--- src/rtl/multicycle_adder_if.sv ---
// Handshake bundle for multicycle_adder: operand channel in, result channel out.
// Defining MULTICYCLE_ADDER_OVF_EN adds the Ovf result signal.
interface multicycle_adder_if #(
  parameter int unsigned WIDTH = 16
);
  logic             in_valid;
  logic             in_ready;
  logic [WIDTH-1:0] A;
  logic [WIDTH-1:0] B;
  logic             C_in;
  logic             out_valid;
  logic             out_ready;
  logic [WIDTH-1:0] Sum;
  logic             C_out;
`ifdef MULTICYCLE_ADDER_OVF_EN
  logic             Ovf;

  modport master (
    output in_valid, A, B, C_in, out_ready,
    input  in_ready, out_valid, Sum, C_out, Ovf
  );
  modport slave (
    input  in_valid, A, B, C_in, out_ready,
    output in_ready, out_valid, Sum, C_out, Ovf
  );
`else
  modport master (
    output in_valid, A, B, C_in, out_ready,
    input  in_ready, out_valid, Sum, C_out
  );
  modport slave (
    input  in_valid, A, B, C_in, out_ready,
    output in_ready, out_valid, Sum, C_out
  );
`endif
endinterface

--- src/rtl/multicycle_adder.sv ---
// Bit-serial-by-slice adder: adds SLICE bits per clock, WIDTH/SLICE cycles per result.
// Optional signed-overflow output enabled by defining MULTICYCLE_ADDER_OVF_EN.
module multicycle_adder #(
  parameter int unsigned WIDTH = 16,
  parameter int unsigned SLICE = 4
) (
  input logic                clk,
  input logic                rst,
  multicycle_adder_if.slave  bus
);

  localparam int unsigned N  = WIDTH / SLICE;
  localparam int unsigned CW = (N > 1) ? $clog2(N) : 1;
  localparam logic [CW-1:0] LAST = CW'(N - 1);

  typedef enum logic [1:0] {
    IDLE = 2'd0,
    RUN  = 2'd1,
    DONE = 2'd2
  } state_t;

  state_t           state;
  logic [WIDTH-1:0] a_q;
  logic [WIDTH-1:0] b_q;
  logic             carry_q;
  logic [CW-1:0]    k_q;
  logic [WIDTH-1:0] sum_q;
  logic             c_out_q;
  logic             in_ready_q;
  logic             out_valid_q;
`ifdef MULTICYCLE_ADDER_OVF_EN
  logic             ovf_q;
`endif

  logic [SLICE-1:0] a_sl;
  logic [SLICE-1:0] b_sl;
  logic [SLICE-1:0] slice_sum;
  logic             slice_carry;

  // Slice k of the captured operands; the loop keeps every part-select constant.
  // NOTE: every always_comb output gets a default first so no path can infer a latch.
  always_comb begin
    a_sl = '0;
    b_sl = '0;
    for (int i = 0; i < int'(N); i++) begin
      if (k_q == CW'(i)) begin
        a_sl = a_q[i*SLICE +: SLICE];
        b_sl = b_q[i*SLICE +: SLICE];
      end
    end
  end

  assign {slice_carry, slice_sum} = {1'b0, a_sl} + {1'b0, b_sl} + {{SLICE{1'b0}}, carry_q};

`ifdef MULTICYCLE_ADDER_OVF_EN
  // Carry into the MSB is recovered from the MSB sum bit and its two operand bits.
  logic msb_carry_in;
  assign msb_carry_in = slice_sum[SLICE-1] ^ a_sl[SLICE-1] ^ b_sl[SLICE-1];
`endif

  // NOTE: all state is updated with non-blocking assignments so every register
  // samples pre-edge values regardless of statement order.
  always_ff @(posedge clk) begin
    if (rst) begin
      state       <= IDLE;
      a_q         <= '0;
      b_q         <= '0;
      carry_q     <= 1'b0;
      k_q         <= '0;
      sum_q       <= '0;
      c_out_q     <= 1'b0;
      in_ready_q  <= 1'b1;
      out_valid_q <= 1'b0;
`ifdef MULTICYCLE_ADDER_OVF_EN
      ovf_q       <= 1'b0;
`endif
    end else begin
      unique case (state)
        IDLE: begin
          if (bus.in_valid && in_ready_q) begin
            a_q        <= bus.A;
            b_q        <= bus.B;
            carry_q    <= bus.C_in;
            k_q        <= '0;
            in_ready_q <= 1'b0;
            state      <= RUN;
          end
        end

        RUN: begin
          for (int i = 0; i < int'(N); i++) begin
            if (k_q == CW'(i)) sum_q[i*SLICE +: SLICE] <= slice_sum;
          end
          carry_q <= slice_carry;
          k_q     <= k_q + 1'b1;
          if (k_q == LAST) begin
            c_out_q     <= slice_carry;
            out_valid_q <= 1'b1;
            state       <= DONE;
`ifdef MULTICYCLE_ADDER_OVF_EN
            ovf_q       <= msb_carry_in ^ slice_carry;
`endif
          end
        end

        DONE: begin
          // Returning through IDLE forbids an accept on the handshake edge.
          if (bus.out_ready) begin
            out_valid_q <= 1'b0;
            in_ready_q  <= 1'b1;
            state       <= IDLE;
          end
        end

        default: begin
          state       <= IDLE;
          in_ready_q  <= 1'b1;
          out_valid_q <= 1'b0;
        end
      endcase
    end
  end

  assign bus.in_ready  = in_ready_q;
  assign bus.out_valid = out_valid_q;
  assign bus.Sum       = sum_q;
  assign bus.C_out     = c_out_q;
`ifdef MULTICYCLE_ADDER_OVF_EN
  assign bus.Ovf       = ovf_q;
`endif

endmodule

--- src/flat_wrapper.sv ---
// flat-port wrapper written by rule: the top's interface ports become plain ports
module multicycle_adder_flat 
#(
  parameter int unsigned WIDTH = 16,
  parameter int unsigned SLICE = 4
)
  (clk, rst, bus_in_valid, bus_A, bus_B, bus_C_in, bus_out_ready, bus_in_ready, bus_out_valid, bus_Sum, bus_C_out);
  multicycle_adder_if #(.WIDTH(WIDTH)) bus_i ();
  input logic clk;
  input logic rst;
  input wire logic [$bits(bus_i.in_valid)-1:0] bus_in_valid;
  input wire logic [$bits(bus_i.A)-1:0] bus_A;
  input wire logic [$bits(bus_i.B)-1:0] bus_B;
  input wire logic [$bits(bus_i.C_in)-1:0] bus_C_in;
  input wire logic [$bits(bus_i.out_ready)-1:0] bus_out_ready;
  output wire logic [$bits(bus_i.in_ready)-1:0] bus_in_ready;
  output wire logic [$bits(bus_i.out_valid)-1:0] bus_out_valid;
  output wire logic [$bits(bus_i.Sum)-1:0] bus_Sum;
  output wire logic [$bits(bus_i.C_out)-1:0] bus_C_out;
  assign bus_i.in_valid = bus_in_valid;
  assign bus_i.A = bus_A;
  assign bus_i.B = bus_B;
  assign bus_i.C_in = bus_C_in;
  assign bus_i.out_ready = bus_out_ready;
  assign bus_in_ready = bus_i.in_ready;
  assign bus_out_valid = bus_i.out_valid;
  assign bus_Sum = bus_i.Sum;
  assign bus_C_out = bus_i.C_out;
  multicycle_adder #(.WIDTH(WIDTH), .SLICE(SLICE)) u_core (.clk(clk), .rst(rst), .bus(bus_i));
endmodule
--- config.mk ---
export PLATFORM = sky130hd
export DESIGN_NAME = multicycle_adder_flat
export DESIGN_NICKNAME = d
export VERILOG_FILES = /design/src/rtl/multicycle_adder_if.sv /design/src/rtl/multicycle_adder.sv /design/src/flat_wrapper.sv
export SDC_FILE = /design/constraint.sdc
export NUM_CORES = 1
export LEC_CHECK = 0
export ABC_AREA = 1
export ABC_CLOCK_PERIOD_IN_PS = 6700
export CAP_MARGIN = 30
export CORE_ASPECT_RATIO = 1.75
export CORE_MARGIN = 2
export CORE_UTILIZATION = 43
export DETAILED_ROUTE_END_ITERATION = 8
export PLACE_DENSITY = 0.7
export SKIP_CTS_REPAIR_TIMING = 1
export SYNTH_ARGS = -nofsm -noshare
export SYNTH_HDL_FRONTEND = slang
export SYNTH_SLANG_ARGS = --single-unit
--- constraint.sdc ---
create_clock -name clk -period 6.7 [get_ports clk]
set_clock_uncertainty 0.1 [all_clocks]
set_input_delay 1.34 -clock clk [delete_from_list [all_inputs] [get_ports clk]]
set_output_delay 1.34 -clock clk [all_outputs]
set_load 0.02 [all_outputs]
==> flow_summary.ini <==
[logic_synthesis]
synth_top_family_by_area = simple AND/OR/NAND/NOR gates
synth_xor_area_share_pct = 0.3474
synth_fa_ha_area_share_pct = 5.062
ys_seq_area_share_pct = 44.47
ys_top_cells_by_area = dfxtp_1 44%, nor2_1 14%, o21ai_0 7.9%, nand2_1 5.8%, a21oi_1 4.8%
synth-edff-count = 0
synth_top_cell_area_share_pct = 44.47
yosysMostFrequentCell = nor2_1
post_synth_num_cell_types = 25
synth_compound_area_share_pct = 17.07
yosysTopAreaCell = dfxtp_1
ys_ff_latch = 56
synthTopCellsByCount = 93 x nor2_1, 56 x dfxtp_1, 40 x o21ai_0
muxShareOfSynthArea_pct = 0
synthSimpleGateAreaFrac_pct = 26.05
syn_inst = 336
yosys_warnings = 0
syn_nets = 382
async_flop_share_pct = 0
syn_avg_cell_area_um2 = 7.503
synthFlopType = dfxtp_1
syn_area_um2 = 2521

[floorplanning]
die_area_um2 = 6516
die_h_um = 105.3
row_count = 36
ios = 56
die_w_um = 61.88
fp.coreArea_um2 = 5630
initial_utilization_pct = 44.78

[detailed_routing]
vias = 2266
final_antenna_net_count = 0
routedWlPerCell_um = 13.03
first_pass_iters = 4
drtIter0Drc = 74
vias_per_cell = 4.894
drc = 0
wirelength_um = 6033

[worst_setup_path]
critical_path_class = register to register
cp-start-kind = register
arrival_ps = 2870
worstSetupEndpointType = register
cpPeakStageDelay_ps = 420
cp_max_fo = 9
crit_chain = inv_1 > ha_1 > inv_2 > o21ai_0 > a21oi_1 > fa_1 > fa_1 > xor2_1 > inv_1 > a21oi_1
required_ps = 6800
cp_slowest_cell = fa_1

[power_and_ir_drop]
vdd_drop_max_mv = 0.1552
p_leak_nw = 1.392
p_total_uw = 784.6
powerDensity_nw_per_um2 = 245.1

[cts]
tritoncts.num_buffers = 5
cts_buffer_depth = 2
clk_pin_slew_ps = 110
root_buffer = clkbuf_8
clk_latency_ps = 320
clock-sinks = 56
cts_max_level = 2
cts_tree = built

[cells_and_area]
layout-drive-gt1-share_pct = 6.718
layout.nets = 432
fillers = 543
syn_to_final_growth_pct = 26.95
design_area_um2 = 3201
diodes = 0

[global_route]
grt_max_degree = 38
track_usage_pct = 20.23
grt_pass1_vias = 2245
antenna_found_initial = 0
grt_pass1_wl_um = 9998
globalRoute.totalOverflow = 0

[sta]
finalSetupViolations = 0
fmax_mhz = 361.7
tns_ps = 0
tightest_slew_ps = 711.3
rsz0062_at_grt = false
min_period_over_period_pct = 41.27
finalMaxSlewViolations = 0
slew_headroom_pct = 52.47
fin_crit_ps = 2765
hold_viol = 0

[place]
gp_congestion = 0.8230
dp_hpwl_um = 4431
place_area_um2 = 3084
io_buffers = 55

[min_path]
hold_class = register to register

[job]
maxCapViolations = 0

[outcome]
status = finished, final reports clean
[cells in the final DEF (no fill, tap or decap)]
cell type         n
nor2_4            4
buf_4             1
a21oi_1          24
clkdlybuf4s50_1  55
fa_1              2
o211a_1           1
o21ai_0          40
ha_1              7
or2_2             1
nor2_2            2
nor2_1           93
nand2_1          39
bufinv_16         1
o21ai_1           8
clkbuf_8          5
nor2_8            1
o211ai_1          4
o21a_1            4
nand3_1          11
dfxtp_1          56
nand2_4           2
inv_1            16
clkinv_4          2
xor2_1            1
inv_2             7
[per-stage QoR]
stage	hold WS (ps)	setup slack [ps]	utilization, %	instances
2_1_floorplan	349.0	4261	-	336
3_3_place_gp	362.7	3660	54.78	455
3_5_place_dp	373.0	3658	54.78	455
4_1_cts	398.7	3930	56.84	463
5_1_grt	425.4	3743	56.84	463
6_report	397.3	3935	56.84	463
[sequential cells by signal (all words and copies together), names as in the netlist]
register,cells
u_core.a_q,16
u_core.state,2
u_core.b_q,16
u_core.bus.Sum,16
u_core.bus.C_out,1
u_core.bus.out_valid,1
u_core.bus.in_ready,1
u_core.k_q,2
u_core.carry_q,1
[per-layer routing]
| layer | track usage (%) | vias up | wire, µm |
|---|---|---|---|
| met2 | 35.86 | 50 | 3250 |
| met3 | 3.681 | 17 | 237 |
| met1 | 22.28 | 1016 | 2351 |
| met4 | 8.359 | 0 | 193 |
| met5 | 0 | - | 0 |
| li1 | - | 1183 | - |
[report_power, final]
| part | internal, mW | switching (mW) | leakage, nW |
|---|---|---|---|
| sequential | 0.360 | 0.0182 | 0.460 |
| clock | 0.113 | 0.113 | 0.0583 |
| combinational | 0.0748 | 0.105 | 0.874 |
| total | 0.548 | 0.237 | 1.39 |
[layout make-up]
cell class | count | area (µm²) | area share (%)
repair buffers | 56 | 558.0 | 17.44
clock inverters | 3 | 47.55 | 1.486
flip-flops and latches | 56 | 1121 | 35.03
multi-input cells | 244 | 1224 | 38.23
inverters | 23 | 86.33 | 2.697
well taps | 76 | 95.09 | 2.971
clock buffers | 5 | 68.82 | 2.150
[final timing paths]
check                start                 end  slack, ps  depth (start not counted)
max          u_core.k_q[0]  u_core.bus.Sum[14]       3940                         10
max reg2reg  u_core.k_q[0]  u_core.bus.Sum[14]       3940                         10
min          u_core.b_q[3]       u_core.b_q[3]        400                          2
min reg2reg  u_core.b_q[3]       u_core.b_q[3]        400                          2
[critical path, delay by kind of cell, from the launching register on]
family                     cells  cell delay, ps
xor gates and xnor gates       1             180
buffers and inverters          3             430
DFF                            1             350
adders and majority gates      3            1210
AOI/OAI and AO/OA              3             380
[cells by family after synthesis]
family	count (synthesis)
xor gates and xnor gates	1
DFF	56
buffers and inverters	36
AOI/OAI and AO/OA	81
adders and majority gates	9
and+or+nand+nor	153
Power figures use the tool's default switching activity.
